[src/rtl/spi_flash_line_reader.sv]
// rtl/spi_flash_line_reader.sv - CPU byte reads from SPI NOR flash through a one-line read buffer
//
// Purpose: serves bus byte reads from SPI NOR flash (mode 0, 0x03 or 0x0B
// with dummy clocks). The last fetched line is kept, so repeated reads within
// it complete without SPI traffic. Writes are acknowledged without side effects.
//
// Ports:
//   clk, reset        system clock, synchronous active-low reset
//   spi_ce            access in progress (from the address decoder)
//   i_ADDRESS_BUS     CPU byte address, latched at request start
//   i_RW              1 = read, 0 = write, latched with the address
//   i_invalidate      single-cycle pulse that drops the buffered line
//   i_SPI_MISO        flash serial data in
//   o_SPI_CLK/MOSI/CS flash pins (SCLK idles low, CS active low)
//   o_spi_data        read data, held until the next served read
//   o_MemoryReady     access complete, held while spi_ce stays high
module spi_flash_line_reader #(
   parameter int          ADDR_WIDTH   = 16,
   parameter int          LINE_BYTES   = 4,
   parameter int          CLK_DIV      = 1,
   parameter logic [23:0] BASE_OFFSET  = 24'h000000,
   parameter bit          FAST_READ    = 1'b0,
   parameter int          DUMMY_CYCLES = 8
) (
   input  logic                  clk,
   input  logic                  reset,
   input  logic                  spi_ce,
   input  logic [ADDR_WIDTH-1:0] i_ADDRESS_BUS,
   input  logic                  i_RW,
   input  logic                  i_invalidate,
   input  logic                  i_SPI_MISO,
   output logic                  o_SPI_CLK,
   output logic                  o_SPI_MOSI,
   output logic                  o_SPI_CS,
   output logic [7:0]            o_spi_data,
   output logic                  o_MemoryReady
);

   localparam int OFF_BITS = $clog2(LINE_BYTES);
   localparam int LINE_W   = LINE_BYTES * 8;
   localparam int DIV_W    = (CLK_DIV > 1) ? $clog2(CLK_DIV) : 1;
   localparam logic [7:0] CMD_BYTE = FAST_READ ? 8'h0B : 8'h03;
   localparam logic [ADDR_WIDTH-1:0] OFF_MASK = ADDR_WIDTH'(LINE_BYTES - 1);

   localparam logic [2:0] S_IDLE  = 3'd0;
   localparam logic [2:0] S_CMD   = 3'd1;
   localparam logic [2:0] S_DUMMY = 3'd2;
   localparam logic [2:0] S_DATA  = 3'd3;
   localparam logic [2:0] S_DONE  = 3'd4;
   localparam logic [2:0] S_SERVE = 3'd5;

   logic [2:0]            state_q, state_d;
   logic [DIV_W-1:0]      div_q, div_d;
   logic [7:0]            bit_q, bit_d;
   logic [31:0]           tx_q, tx_d;
   logic [LINE_W-1:0]     line_q, line_d;
   logic [ADDR_WIDTH-1:0] addr_q, addr_d;
   logic [ADDR_WIDTH-1:0] tag_q, tag_d;
   logic                  valid_q, valid_d;
   logic                  inv_q, inv_d;
   logic                  sclk_q, sclk_d;
   logic                  cs_q, cs_d;
   logic                  mosi_q, mosi_d;
   logic [7:0]            data_q, data_d;
   logic                  ready_q, ready_d;

   logic        tick;
   logic        hit_now;
   logic [23:0] flash_addr;
   logic [7:0]  last_bit;
   logic [2:0]  next_phase;

   // Line byte 0 is the first byte shifted in, so it sits in the top bits.
   function automatic logic [7:0] pick_byte(input logic [LINE_W-1:0] line,
                                            input logic [ADDR_WIDTH-1:0] a);
      logic [7:0] b;
      b = line[LINE_W-1 -: 8];
      for (int i = 0; i < LINE_BYTES; i++) begin
         if ((a & OFF_MASK) == ADDR_WIDTH'(i)) b = line[LINE_W-1-8*i -: 8];
      end
      return b;
   endfunction

   assign tick       = (div_q == DIV_W'(CLK_DIV - 1));
   assign hit_now    = valid_q && (tag_q == (i_ADDRESS_BUS >> OFF_BITS));
   assign flash_addr = 24'(i_ADDRESS_BUS & ~OFF_MASK) + BASE_OFFSET;

   always_comb begin
      last_bit   = 8'(LINE_W - 1);
      next_phase = S_DONE;
      case (state_q)
         S_CMD: begin
            last_bit   = 8'd31;
            next_phase = (FAST_READ && DUMMY_CYCLES > 0) ? S_DUMMY : S_DATA;
         end
         S_DUMMY: begin
            last_bit   = 8'(DUMMY_CYCLES - 1);
            next_phase = S_DATA;
         end
         default: ;
      endcase
   end

   always_comb begin
      state_d = state_q;
      div_d   = div_q;
      bit_d   = bit_q;
      tx_d    = tx_q;
      line_d  = line_q;
      addr_d  = addr_q;
      tag_d   = tag_q;
      valid_d = valid_q;
      inv_d   = inv_q;
      sclk_d  = sclk_q;
      cs_d    = cs_q;
      mosi_d  = mosi_q;
      data_d  = data_q;
      ready_d = ready_q;
      case (state_q)
         S_IDLE: begin
            if (spi_ce) begin
               addr_d = i_ADDRESS_BUS;
               if (!i_RW) begin
                  state_d = S_SERVE;
               end else if (hit_now) begin
                  data_d  = pick_byte(line_q, i_ADDRESS_BUS);
                  state_d = S_SERVE;
               end else begin
                  // The line register doubles as the receive shifter, so it
                  // stops being a valid line the moment a fill starts.
                  state_d = S_CMD;
                  cs_d    = 1'b0;
                  mosi_d  = CMD_BYTE[7];
                  tx_d    = {CMD_BYTE[6:0], flash_addr, 1'b0};
                  div_d   = '0;
                  bit_d   = '0;
                  sclk_d  = 1'b0;
                  valid_d = 1'b0;
                  inv_d   = 1'b0;
               end
            end
         end
         S_CMD, S_DUMMY, S_DATA: begin
            if (!tick) begin
               div_d = div_q + DIV_W'(1);
            end else begin
               div_d = '0;
               if (!sclk_q) begin
                  sclk_d = 1'b1;
                  if (state_q == S_DATA) line_d = {line_q[LINE_W-2:0], i_SPI_MISO};
               end else begin
                  // tx_q runs empty after the command/address, giving MOSI=0
                  // through the dummy and data phases.
                  sclk_d = 1'b0;
                  mosi_d = tx_q[31];
                  tx_d   = {tx_q[30:0], 1'b0};
                  bit_d  = bit_q + 8'd1;
                  if (bit_q == last_bit) begin
                     bit_d   = '0;
                     state_d = next_phase;
                  end
               end
            end
         end
         S_DONE: begin
            cs_d    = 1'b1;
            tag_d   = addr_q >> OFF_BITS;
            valid_d = !inv_q;
            data_d  = pick_byte(line_q, addr_q);
            state_d = S_SERVE;
         end
         S_SERVE: begin
            // Ready is always shown for at least one cycle, even if spi_ce
            // already fell during a fill.
            if (!ready_q) begin
               ready_d = 1'b1;
            end else if (!spi_ce) begin
               ready_d = 1'b0;
               state_d = S_IDLE;
            end
         end
         default: begin
            state_d = S_IDLE;
            cs_d    = 1'b1;
            sclk_d  = 1'b0;
            ready_d = 1'b0;
         end
      endcase
      // Invalidate wins over a fill completing in the same cycle; inv_q
      // remembers a pulse seen mid-fill.
      if (i_invalidate) begin
         valid_d = 1'b0;
         inv_d   = 1'b1;
      end
   end

   always_ff @(posedge clk) begin
      if (!reset) begin
         state_q <= S_IDLE;
         div_q   <= '0;
         bit_q   <= '0;
         tx_q    <= '0;
         line_q  <= '0;
         addr_q  <= '0;
         tag_q   <= '0;
         valid_q <= 1'b0;
         inv_q   <= 1'b0;
         sclk_q  <= 1'b0;
         cs_q    <= 1'b1;
         mosi_q  <= 1'b0;
         data_q  <= 8'h00;
         ready_q <= 1'b0;
      end else begin
         state_q <= state_d;
         div_q   <= div_d;
         bit_q   <= bit_d;
         tx_q    <= tx_d;
         line_q  <= line_d;
         addr_q  <= addr_d;
         tag_q   <= tag_d;
         valid_q <= valid_d;
         inv_q   <= inv_d;
         sclk_q  <= sclk_d;
         cs_q    <= cs_d;
         mosi_q  <= mosi_d;
         data_q  <= data_d;
         ready_q <= ready_d;
      end
   end

   assign o_SPI_CLK     = sclk_q;
   assign o_SPI_CS      = cs_q;
   assign o_SPI_MOSI    = mosi_q;
   assign o_spi_data    = data_q;
   assign o_MemoryReady = ready_q;

endmodule

[config.mk]
export PLATFORM = sky130hd
export DESIGN_NAME = spi_flash_line_reader
export DESIGN_NICKNAME = d
export VERILOG_FILES = /design/src/rtl/spi_flash_line_reader.sv
export SDC_FILE = /design/constraint.sdc
export NUM_CORES = 1
export LEC_CHECK = 0
export BUFFER_PORTS_ARGS = -buffer_cell sky130_fd_sc_hd__buf_2
export CAP_MARGIN = 25
export CORE_AREA = 2 2 120 122
export DETAILED_ROUTE_END_ITERATION = 8
export DIE_AREA = 0 0 122 124
export GPL_TIMING_DRIVEN = 1
export SETUP_SLACK_MARGIN = 0.4
export SLEW_MARGIN = 30
export SYNTH_ARGS = -nofsm -noshare
export SYNTH_HDL_FRONTEND = slang
export SYNTH_SLANG_ARGS = --single-unit
[constraint.sdc]
create_clock -name clk -period 3.1 [get_ports clk]
set_clock_uncertainty 0.15 [all_clocks]
set_input_delay 0.465 -clock clk [delete_from_list [all_inputs] [get_ports clk]]
set_output_delay 0.465 -clock clk [all_outputs]
set_load 0.03 [all_outputs]
After elaboration in Yosys (flattened, before gate mapping)
Cells that the tools add are included.

Add/sub/neg operators: 2. Multiply operators: 0. Div/mod/pow operators: 0. $lt $le $gt $ge: 0. Equal/unequal tests: 23. Shift operators: 0. Multiplexer cells: 52. Bitwise operators: 5. Reductions and logical operators: 24.

Operator list (number): 2-to-1 mux 32 bit (5); 2-to-1 mux 8 bit (15); one-hot mux 32 bit (2 select lines) (1); one-hot mux 8 bit (2 select lines) (2); 2-to-1 mux 3 bit (9); AND reduction 4 bit (6); != test 2 bit (second input constant) (10); == test 14 bit (1); 2-to-1 mux 1 bit (12); one-hot mux 3 bit (4 select lines) (1); AND reduction 6 bit (2); one-hot mux 1 bit (2 select lines) (5); nonzero test 2 bit (5); adder 8 x 1 -> 8 bit (second input constant) (1); == test 2 bit (second input constant) (4); == test 8 x 5 -> 1 bit (1); == test 3 x 2 -> 1 bit (second input constant) (2); == test 3 bit (second input constant) (2); OR reduction 2 bit (3); 2-to-1 mux 5 bit (1); NOT 1 bit (5); AND reduction 5 bit (1); OR reduction 5 bit (1); == test 2 x 1 -> 1 bit (second input constant) (2); 9 further kinds (9).

Register bits after elaboration: 120. Latch bits: 0. Bits in writable memories: 0. Bits in read-only memories: 0. Bits of input ports: 22. Output and inout port bits: 12. Logic and storage cells: 120. Memories kept: 0.

Longest topological paths before layout
Gate-level depths: netlist (run 1).

Depth in word-level cells: 8. Gate-level depth with buffers: 8.

Worst setup path before layout (run 1)
OpenSTA, ideal clock, no wires.

Path kind: input -> register. Start: in i_ADDRESS_BUS[6]. End: reg tx_q[10]. Setup time: 0.141 ns. Data arrival time: 1.845 ns. Required time: 2.809 ns. Setup slack: 0.964 ns. Stages on the path: 7. Path buffers: 2. Path through: xnor2_1 nand4_1 or4_1 buf_2 buf_6 a211oi_2 a311oi_2.

Cells in the longest elaborated chain, start to end: 4.

RTL lines: start, declared (RTL line 28) `input logic [ADDR_WIDTH-1:0] i_ADDRESS_BUS,`; == test 14 bit (RTL line 85) `assign hit_now = valid_q && (tag_q == (i_ADDRESS_BUS >> OFF_BITS));`; logical AND 1 bit (RTL line 85); != test 2 bit (no source line); AND reduction 6 bit (no source line); end signal, assigned (RTL line 217) `tx_q <= tx_d;`; end, declared (RTL line 55) `logic [31:0] tx_q, tx_d;`.

Every way passes these cells. A chain may end at the register's enable or synchronous reset.

Final worst setup path (run 1)
Start: reg tag_q[11]. End: reg tx_q[7].

Cells in the longest elaborated chain, start to end: 4.

RTL lines: start, declared (RTL line 58) `logic [ADDR_WIDTH-1:0] tag_q, tag_d;`; start signal, assigned (RTL line 220) `tag_q <= tag_d;`; == test 14 bit (RTL line 85); logical AND 1 bit (RTL line 85); != test 2 bit (no source line); AND reduction 6 bit (no source line).

Every way passes these cells.

==> results.py, run 1 <==
metrics = {
    "status": {
        "status": "finished, final reports clean",
    },
    "sta": {
        "setup_violations": 0,
        "tns_ns": 0,
        "max-slew-margin-rel_pct": 45.3,
        "rsz0062_at_grt": "false",
        "finalCritPeriodShare_pct": 79.6,
        "setup_slack_ns": 0.634,
        "hold_viol_final": 0,
        "fin_crit_ns": 2.47,
        "slew_violations": 0,
        "max_slew.worst_pin.slew_ns": 0.820,
        "timing.fmax_mhz": 406,
    },
    "cells_and_area": {
        "nFillCells": 1342,
        "layout.nets": 697,
        "antenna_cells": 0,
        "instances_no_fill": 866,
        "drive_gt1_share_pct": 15.7,
        "final_area_mm2": 0.00624,
        "syn2layout_area_growth_pct": 15.7,
    },
    "critical_path": {
        "crit_chain": "xnor2_1 -> nand4_1 -> or4_1 -> a211oi_1 -> a311oi_1",
        "r2r-end": "tx_q[7]$_SDFFE_PN0P_",
        "worstSetupPathType": "reg2reg",
        "critPathMaxStageDelay_ns": 0.92,
        "r2r-start": "tag_q[11]$_SDFFE_PN0P_",
        "r2r_cells": 5,
        "cp.arrival_ns": 2.58,
        "cp-start-kind": "flop",
        "reg2reg_setup_slack_ns": 0.63,
        "cpMaxStageDelayCell": "or4_1",
        "required_ns": 3.21,
        "crit_fanout": 15,
        "end_kind": "flop",
    },
    "synthesis": {
        "synth_cell_types": 48,
        "postSynthCellCount": 666,
        "synth_top_area_share_pct": 43.0,
        "synth_seq_cells": 116,
        "synth-seq-area-share_pct": 43.0,
        "avgSynthCellArea_um2": 8.10,
        "syn-num-nets": 689,
        "ys_warn_count": 0,
        "netlist_area_mm2": 0.00540,
        "ys_top_cells_by_area": "dfxtp_1 43%, nand2_1 13%, a21oi_1 8.3%, mux2i_1 3.0%, clkbuf_1 2.6%",
        "yosysTopAreaCell": "dfxtp_1",
    },
    "global_routing": {
        "overflow": 0,
        "grt_max_degree": 77,
        "grt_usage_pct": 18.7,
        "grt_pass1_vias": 4404,
        "antenna_found_initial": 0,
        "grt_pass1_wl_um": 22200,
    },
    "flow_run": {
        "maxCapViolCount": 0,
    },
    "power": {
        "seqPwrFrac_pct": 41.0,
        "power_mw": 3.97,
        "power.share.clock_pct": 46.3,
        "peakVddDrop_mv": 0.303,
        "switching_share_pct": 26.1,
        "switchingPower_mw": 1.04,
        "p_per_area_mw_per_mm2": 636,
        "p_leak_nw": 2.06,
        "p_int_mw": 2.94,
        "combinationalPowerShare_pct": 12.7,
    },
    "placed_design": {
        "dp.cells": 835,
        "place_area_mm2": 0.00568,
        "numPortBuffers": 33,
        "place_congestion": 0.871,
        "dp_slack_ns": 0.384,
        "dp_hpwl_um": 8890,
    },
    "drt": {
        "vias_per_cell": 5.52,
        "drtPass1Iterations": 5,
        "route.detailed.drc": 0,
        "wirelength_um": 13400,
        "drt_iter0_drc": 348,
        "num_vias": 4783,
        "ant_nets": 0,
        "wl_per_cell_um": 15.5,
    },
    "cts": {
        "holdBufCountCts": 0,
        "post_cts_buffers": 0,
        "clockBufferDepth": 2,
        "root_buffer": "clkbuf_16",
        "clock_sinks": 116,
        "cts_made_buffers": 17,
        "htreeDepth": 4,
        "clkLatencyLatePin_ns": 0.42,
        "post_cts_resized": 0,
        "path_clk_slew_ns": 0.05,
        "cts_tree": "done",
    },
    "floorplanning": {
        "core_mm2": 0.0137,
        "fp.dieH_um": 124,
        "rows": 43,
        "ioPinCount": 34,
        "initial_core_util_pct": 39.3,
        "die_area_mm2": 0.0151,
        "chipWidth_um": 122,
    },
    "hold_path": {
        "worstHoldStart": "i_invalidate",
        "hold_end": "valid_q$_SDFFE_PP0P_",
        "hold_depth": 2,
        "hp-class": "in2reg",
    },
}
-- critical path, delay by kind of cell (launching register included) --
kind	cells	cell delay (ns)
and+or+nand+nor	2	1.12
AOI/OAI and AO/OA	2	0.48
DFF	1	0.32
xor gates and xnor gates	1	0.23
-- cell usage after synthesis, drive strengths merged --
library cell	n
nand2	187
dfxtp	116
a21oi	89
clkbuf	38
nor2	24
buf	19
o211ai	18
a211oi	16
a221oi	16
mux2i	16
or3	14
xnor2	14
a311oi	13
o21ai	13
nand4	12
nand3	10
o31ai	8
nand2b	7
inv	4
o221ai	4
or2	3
or4	3
a31oi	2
and2	2
nor2b	2
nor3	2
o22ai	2
a21o	1
and3	1
ha	1
nand3b	1
nand4b	1
nor3b	1
nor4	1
o21a	1
o21ba	1
o311ai	1
o32ai	1
or4b	1
-- stage by stage --
stage	hold WS [ns]	util, %
after CTS	0.102	45.4
final	0.113	45.5
after detailed placement	0.295	41.4
after floorplan	0.282	-
after global placement	0.287	41.3
after global routing	0.121	45.5
-- flip-flops by register name, indices dropped and copies added (netlist names), 3 cells and up --
name        count
tag_q          14
line_q         32
addr_q         16
o_spi_data      8
tx_q           29
bit_q           8
state_q         3
-- layer usage --
layer  part of all wire [%]  track usage, %
met2                     45            28.4
met5                      0               0
met4                    2.3            8.84
met1                     48            25.4
met3                    4.5            3.98
-- power by group through the flow --
stage | combinational (mW) | clock, mW | sequential (mW)
after floorplan | 0.363 | 0 | 1.66
after global placement | 0.493 | 0 | 1.65
after detailed placement | 0.504 | 0 | 1.66
after CTS | 0.505 | 1.87 | 1.63
after global routing | 0.557 | 1.94 | 1.64
final | 0.506 | 1.84 | 1.63
-- kinds of logic after synthesis --
group | Yosys count | synth area share, %
mux | 16 | 2.97
fa+ha+maj | 1 | 0.232
compound gates | 186 | 24.8
buf+inv | 61 | 4.82
xor+xnor | 14 | 2.27
simple gates | 272 | 21.9
flops | 116 | 43.0
-- layout by cell type (no fill, tap or decap), types with 5 or more instances in the layout --
cell type,instances
a211oi_1,8
a211oi_2,8
a21oi_1,89
a221oi_1,8
a221oi_2,8
a311oi_2,9
buf_2,33
buf_4,12
clkbuf_1,5
clkbuf_16,17
clkbuf_8,5
dfxtp_1,116
mux2i_1,16
nand2_1,187
nand2b_1,7
nand3_1,10
nand4_1,12
nor2_1,23
o211ai_1,18
o21ai_0,8
o31ai_1,8
or3_1,13
xnor2_1,14
-- cell type report --
class | instances | area (um2) | share of cell area [%]
Timing Repair Buffer | 46 | 275 | 4.41
Clock buffer | 27 | 513 | 8.22
Multi-Input combinational cell | 489 | 2850 | 45.6
Tap cell | 180 | 225 | 3.61
Inverter | 4 | 16.3 | 0.261
Clock inverter | 4 | 45.0 | 0.722
Sequential cell | 116 | 2320 | 37.2
-- worst max-delay path by stage --
stage | start | to | slack [ns] | depth (start not counted)
final | tag_q[11]$_SDFFE_PN0P_ | tx_q[7]$_SDFFE_PN0P_ | 0.63 | 5
after global routing | tag_q[3]$_SDFFE_PN0P_ | tx_q[7]$_SDFFE_PN0P_ | 0.46 | 5
after global placement | i_ADDRESS_BUS[15] | tx_q[8]$_SDFFE_PN0P_ | 0.49 | 6
after detailed placement | i_ADDRESS_BUS[5] | tx_q[7]$_SDFFE_PN0P_ | 0.38 | 6
after CTS | state_q[0]$_SDFFE_PN0P_ | bit_q[3]$_SDFFE_PN0P_ | 0.58 | 5
after floorplan | i_ADDRESS_BUS[6] | tx_q[10]$_SDFFE_PN0P_ | 0.96 | 7
No activity file was read; power rests on OpenSTA's default activity.
==> run 2, diff against run 1 <==
Clock period 3.1 ns to 2.1 ns, I/O delays scaled along.
==> run 2 against run 1 <==
Core utilization grew 7.6 points. Final cell count is 6.8% higher. Clock power is 55% higher. Power up 58%. Worst setup slack worse by 0.59 ns.
==> results.py, run 2 (synthesis results as in run 1) <==
metrics = {
    "drt": {
        "num_vias": 5076,
        "ant_nets": 0,
        "wl_per_cell_um": 16.2,
        "route.detailed.drc": 0,
        "wirelength_um": 15000,
        "vias_per_cell": 5.49,
        "drt_iter0_drc": 368,
        "drtPass1Iterations": 5,
    },
    "power": {
        "p_per_area_mw_per_mm2": 863,
        "peakVddDrop_mv": 0.558,
        "p_leak_nw": 2.55,
        "power_mw": 6.28,
    },
    "status": {
        "status": "finished, final reports clean",
    },
    "sta": {
        "rsz0062_at_grt": "true",
        "hold_slack_ns": 0.0632,
        "max-slew-margin-rel_pct": 65.7,
        "timing.fmax_mhz": 486,
        "setup_violations": 0,
        "max_slew.worst_pin.slew_ns": 0.514,
        "fin_crit_ns": 2.06,
        "slew_violations": 0,
        "finalCritPeriodShare_pct": 98.0,
        "hold_viol_final": 0,
    },
    "global_routing": {
        "grt_usage_pct": 19.7,
        "top_usage_layer": "met2",
        "met2_usage_pct": 30.8,
        "grt_pass1_wl_um": 23400,
        "use_met3_pct": 4.76,
        "antenna_found_initial": 0,
        "overflow": 0,
        "grt_pass1_vias": 4719,
        "use_met1_pct": 26.5,
        "grt_max_degree": 104,
    },
    "critical_path": {
        "critPathMaxStageDelay_ns": 0.63,
        "reg2reg_setup_slack_ns": 0.04,
        "required_ns": 2.23,
        "critPathLaunch": "tag_q[1]$_SDFFE_PN0P_",
        "endpoint": "tx_q[7]$_SDFFE_PN0P_",
        "crit_fanout": 4,
        "cp_num_buf_inv": 1,
        "crit_chain": "xnor2_2 -> nand4_1 -> or4_4 -> buf_6 -> a211oi_2 -> a311oi_2",
        "cp.arrival_ns": 2.18,
        "end_kind": "flop",
        "r2r-end": "tx_q[7]$_SDFFE_PN0P_",
        "crit_cells": 6,
        "r2r_cells": 6,
        "cp-start-kind": "flop",
        "cpMaxStageDelayCell": "or4_4",
        "worstSetupPathType": "reg2reg",
        "r2r-start": "tag_q[1]$_SDFFE_PN0P_",
        "cp_top_family": "simple AND/OR/NAND/NOR gates",
    },
    "cts": {
        "htreeDepth": 4,
        "cts_made_buffers": 17,
        "path_clk_slew_ns": 0.05,
        "cts_tree": "done",
        "clkLatencyLatePin_ns": 0.42,
        "clockBufferDepth": 2,
        "clock_sinks": 116,
        "root_buffer": "clkbuf_16",
    },
    "floorplanning": {
        "fp.dieH_um": 124,
        "rows": 43,
        "chipWidth_um": 122,
        "die_area_mm2": 0.0151,
        "core_mm2": 0.0137,
        "ioPinCount": 34,
        "initial_core_util_pct": 39.3,
    },
    "cells_and_area": {
        "top_register": "line_q",
        "antenna_cells": 0,
        "reg.largest.list": "line_q: 32 flops, tx_q: 29 flops, addr_q: 16 flops",
        "syn2layout_area_growth_pct": 34.9,
        "layout.nets": 758,
        "drive_gt1_share_pct": 29.8,
        "final_cell_mix": "185 x nand2_1, 101 x dfxtp_1, 87 x a21oi_1, 45 x buf_4, 33 x buf_2",
        "mostFrequentLayoutCell": "nand2_1",
        "largest_register_ffs": 32,
        "nFillCells": 1279,
    },
    "placed_design": {
        "dp_hpwl_um": 9080,
        "numPortBuffers": 33,
        "place_congestion": 0.827,
    },
    "hold_path": {
        "hp-class": "in2reg",
    },
    "flow_run": {
        "maxCapViolCount": 0,
    },
}
[run 2: cell types whose count changed in the layout (fill, tap and decap cells not counted), moves of 4 or more]
| cell | change |
|---|---|
| a211oi_1 | -5 |
| buf_12 | +9 |
| buf_4 | +33 |
| buf_6 | +9 |
| clkbuf_1 | -4 |
| clkbuf_16 | +7 |
| clkbuf_8 | -4 |
| dfxtp_1 | -15 |
| dfxtp_2 | +13 |
| xnor2_1 | -14 |
| xnor2_2 | +14 |
[run 2: final cells by class]
cell class,instances,area [um2],area share (%)
repair buffers,107,1030,14.1
inverters,4,16.3,0.223
clock inverters,10,134,1.84
clock buffers,19,443,6.08
multi-input cells,489,3090,42.4
well taps,180,225,3.09
flip-flops and latches,116,2350,32.2
[run 2: power by group]
| group | internal (mW) | switching (mW) |
|---|---|---|
| registers | 2.31 | 0.0899 |
| logic | 0.431 | 0.585 |
| clock network | 1.87 | 0.998 |
[run 2: stage by stage]
stage | std cells | TNS (ns) | setup WS, ns | utilization [%] | area, um2
after floorplan | 666 | 0 | 0.191 | - | 5540
after global placement | 876 | -0.109 | -0.0162 | 44.8 | 6150
after detailed placement | 876 | -1.16 | -0.116 | 44.8 | 6150
after CTS | 913 | 0 | 0.107 | 50.8 | 6960
after global routing | 925 | 0 | 0.00202 | 53.1 | 7280
final | 925 | 0 | 0.0410 | 53.1 | 7280
[run 2: routing by layer]
metal	part of all wire, %	routed length [um]
met3	5.0	743
met4	1.2	174
met2	46	6920
met1	48	7160
met5	0	0
[run 2: worst min-delay path by stage]
stage / start / endpoint / slack [ns] / cells after the start
after floorplan: i_invalidate / valid_q$_SDFFE_PP0P_ / 0.24 / 1
after global placement: addr_q[13]$_SDFFE_PN0P_ / tag_q[11]$_SDFFE_PN0P_ / 0.28 / 2
after detailed placement: tx_q[22]$_SDFFE_PN0P_ / tx_q[23]$_SDFFE_PN0P_ / 0.29 / 2
after CTS: i_ADDRESS_BUS[2] / addr_q[2]$_SDFFE_PN0P_ / 0.04 / 3
after global routing: reset / state_q[1]$_SDFFE_PN0P_ / 0.07 / 3
final: i_ADDRESS_BUS[3] / addr_q[3]$_SDFFE_PN0P_ / 0.06 / 3
[run 2: timing repair]
item,CTS,global route
hold buffers,2,0
hold endpoints to repair,3,0
resized for setup,36,27
setup endpoints to repair,101,84
gates cloned,1,8
pin swaps,28,25
setup buffers,5,4
[run 2: worst reg2reg max path, stage by stage, from the launching register on]
cell,delay [ns]
dfxtp_2,0.33
xnor2_2,0.17
nand4_1,0.16
or4_4,0.63
buf_6,0.17
a211oi_2,0.23
a311oi_2,0.07
==> run 3, diff against run 2 <==
Settings changed: RECOVER_POWER from default to 25.
==> run 3 against run 2 <==
Register-to-register slack about the same. Combinational power about the same. Non-clock buffer count unchanged. Power shrank 0.20%. Count of clock-buffer cells in the layout unchanged. First-iteration DRC count increased by 4.6%. Global-route usage is the same. Final cell count is the same. Die area unchanged. Largest cell class unchanged.
==> results.py, run 3 (synthesis results as in run 1) <==
metrics = {
    "status": {
        "status": "finished, final reports clean",
    },
    "placed_design": {
        "dp.cells": 876,
        "place_congestion": 0.827,
        "dp_slack_ns": -0.116,
        "place_area_mm2": 0.00615,
        "numPortBuffers": 33,
        "dp_hpwl_um": 9080,
    },
    "floorplanning": {
        "ioPinCount": 34,
        "die_area_mm2": 0.0151,
        "initial_core_util_pct": 39.3,
        "core_mm2": 0.0137,
        "chipWidth_um": 122,
        "rows": 43,
        "fp.dieH_um": 124,
    },
    "drt": {
        "drt_iter0_drc": 385,
        "drtPass1Iterations": 5,
        "wirelength_um": 15100,
        "route.detailed.drc": 0,
        "ant_nets": 0,
        "num_vias": 5089,
        "vias_per_cell": 5.50,
        "wl_per_cell_um": 16.3,
    },
    "critical_path": {
        "end_kind": "flop",
        "crit_fanout": 4,
        "r2r-start": "tag_q[1]$_SDFFE_PN0P_",
        "cpMaxStageDelayCell": "or4_4",
        "cp.arrival_ns": 2.18,
        "r2r_cells": 6,
        "reg2reg_setup_slack_ns": 0.04,
        "cp-start-kind": "flop",
        "required_ns": 2.22,
        "critPathMaxStageDelay_ns": 0.63,
        "cp_num_buf_inv": 1,
        "cp_top_family": "simple AND/OR/NAND/NOR gates",
        "r2r-end": "tx_q[7]$_SDFFE_PN0P_",
        "worstSetupPathType": "reg2reg",
        "crit_chain": "xnor2_2 -> nand4_1 -> or4_4 -> buf_6 -> a211oi_2 -> a311oi_2",
    },
    "cells_and_area": {
        "top_register": "line_q",
        "largest_register_ffs": 32,
        "mostFrequentLayoutCell": "nand2_1",
        "fin_util_pct": 52.8,
        "instances_no_fill": 925,
        "drive_gt1_share_pct": 27.8,
        "final_area_mm2": 0.00725,
        "layout.nets": 758,
        "nFillCells": 1291,
        "final_cell_mix": "185 x nand2_1, 102 x dfxtp_1, 87 x a21oi_1, 44 x buf_4, 24 x clkbuf_16",
        "reg.largest.list": "line_q: 32 flops, tx_q: 29 flops, addr_q: 16 flops",
        "syn2layout_area_growth_pct": 34.3,
        "antenna_cells": 0,
    },
    "power": {
        "p_per_area_mw_per_mm2": 865,
        "peakVddDrop_mv": 0.556,
        "p_leak_nw": 2.50,
        "power_mw": 6.27,
    },
    "sta": {
        "tns_ns": 0,
        "rsz0062_at_grt": "true",
        "setup_slack_ns": 0.0397,
        "timing.fmax_mhz": 485,
        "fin_crit_ns": 2.06,
        "setup_violations": 0,
        "slew_violations": 0,
        "finalCritPeriodShare_pct": 98.1,
        "max-slew-margin-rel_pct": 64.7,
        "hold_viol_final": 0,
        "max_slew.worst_pin.slew_ns": 0.529,
        "hold_slack_ns": 0.0637,
    },
    "hold_path": {
        "worstHoldStart": "i_ADDRESS_BUS[3]",
        "hp-class": "in2reg",
        "hold_end": "addr_q[3]$_SDFFE_PN0P_",
        "hold_depth": 3,
    },
    "cts": {
        "path_clk_slew_ns": 0.05,
        "cts_made_buffers": 17,
        "clockBufferDepth": 2,
        "clock_sinks": 116,
        "cts_tree": "done",
        "clkLatencyLatePin_ns": 0.42,
        "htreeDepth": 4,
        "root_buffer": "clkbuf_16",
    },
    "global_routing": {
        "overflow": 0,
        "grt_pass1_wl_um": 23400,
        "grt_max_degree": 104,
        "grt_usage_pct": 19.7,
        "antenna_found_initial": 0,
        "grt_pass1_vias": 4719,
    },
    "flow_run": {
        "maxCapViolCount": 0,
    },
}
==> run 3: worst register-to-register path, stage by stage (launching register included) <==
cell and delay (ns):
dfxtp_2 0.33, xnor2_2 0.17, nand4_1 0.16, or4_4 0.63, buf_6 0.17, a211oi_2 0.23, a311oi_2 0.07
==> run 3: final cells by class <==
class / count / area [um2] / share of cell area (%)
timing repair buffer: 107 / 1000 / 13.8
multi-input combinational: 489 / 3090 / 42.6
clock inverter: 10 / 134 / 1.85
tap: 180 / 225 / 3.11
inverter: 4 / 16.3 / 0.224
sequential: 116 / 2340 / 32.3
clock buffer: 19 / 443 / 6.11
==> run 3: where the power goes <==
part           total, mW  switching, mW  internal (mW)
sequential          2.40         0.0907           2.31
combinational       1.00          0.585          0.416
clock               2.87           1.00           1.87
==> run 3: layer usage <==
layer / vias up / part of all wire [%] / global-route usage [%]
met5: - / 0 / 0
met4: 0 / 1.2 / 7.18
met3: 12 / 4.8 / 4.76
met2: 130 / 46 / 30.8
met1: 2453 / 48 / 26.5
li1: 2494 / - / -
==> run 3: how the worst max path moves through the flow <==
stage | from | end | slack (ns) | cells after the start
final | tag_q[1]$_SDFFE_PN0P_ | tx_q[7]$_SDFFE_PN0P_ | 0.04 | 6
after global routing | tag_q[3]$_SDFFE_PN0P_ | tx_q[4]$_SDFFE_PN0P_ | 0.002 | 8
after CTS | tag_q[7]$_SDFFE_PN0P_ | bit_q[4]$_SDFFE_PN0P_ | 0.11 | 9
after detailed placement | i_ADDRESS_BUS[7] | tx_q[14]$_SDFFE_PN0P_ | -0.12 | 7
after global placement | i_ADDRESS_BUS[10] | tx_q[16]$_SDFFE_PN0P_ | -0.02 | 7
after floorplan | i_ADDRESS_BUS[10] | tx_q[10]$_SDFFE_PN0P_ | 0.19 | 7
==> run 3: repair_timing <==
item	CTS	global route
hold buffers	2	0
resized for setup	36	27
setup endpoints to repair	101	84
endpoints found under the hold margin	3	0
setup buffers	5	4
cloned	1	8
pin swaps	28	25
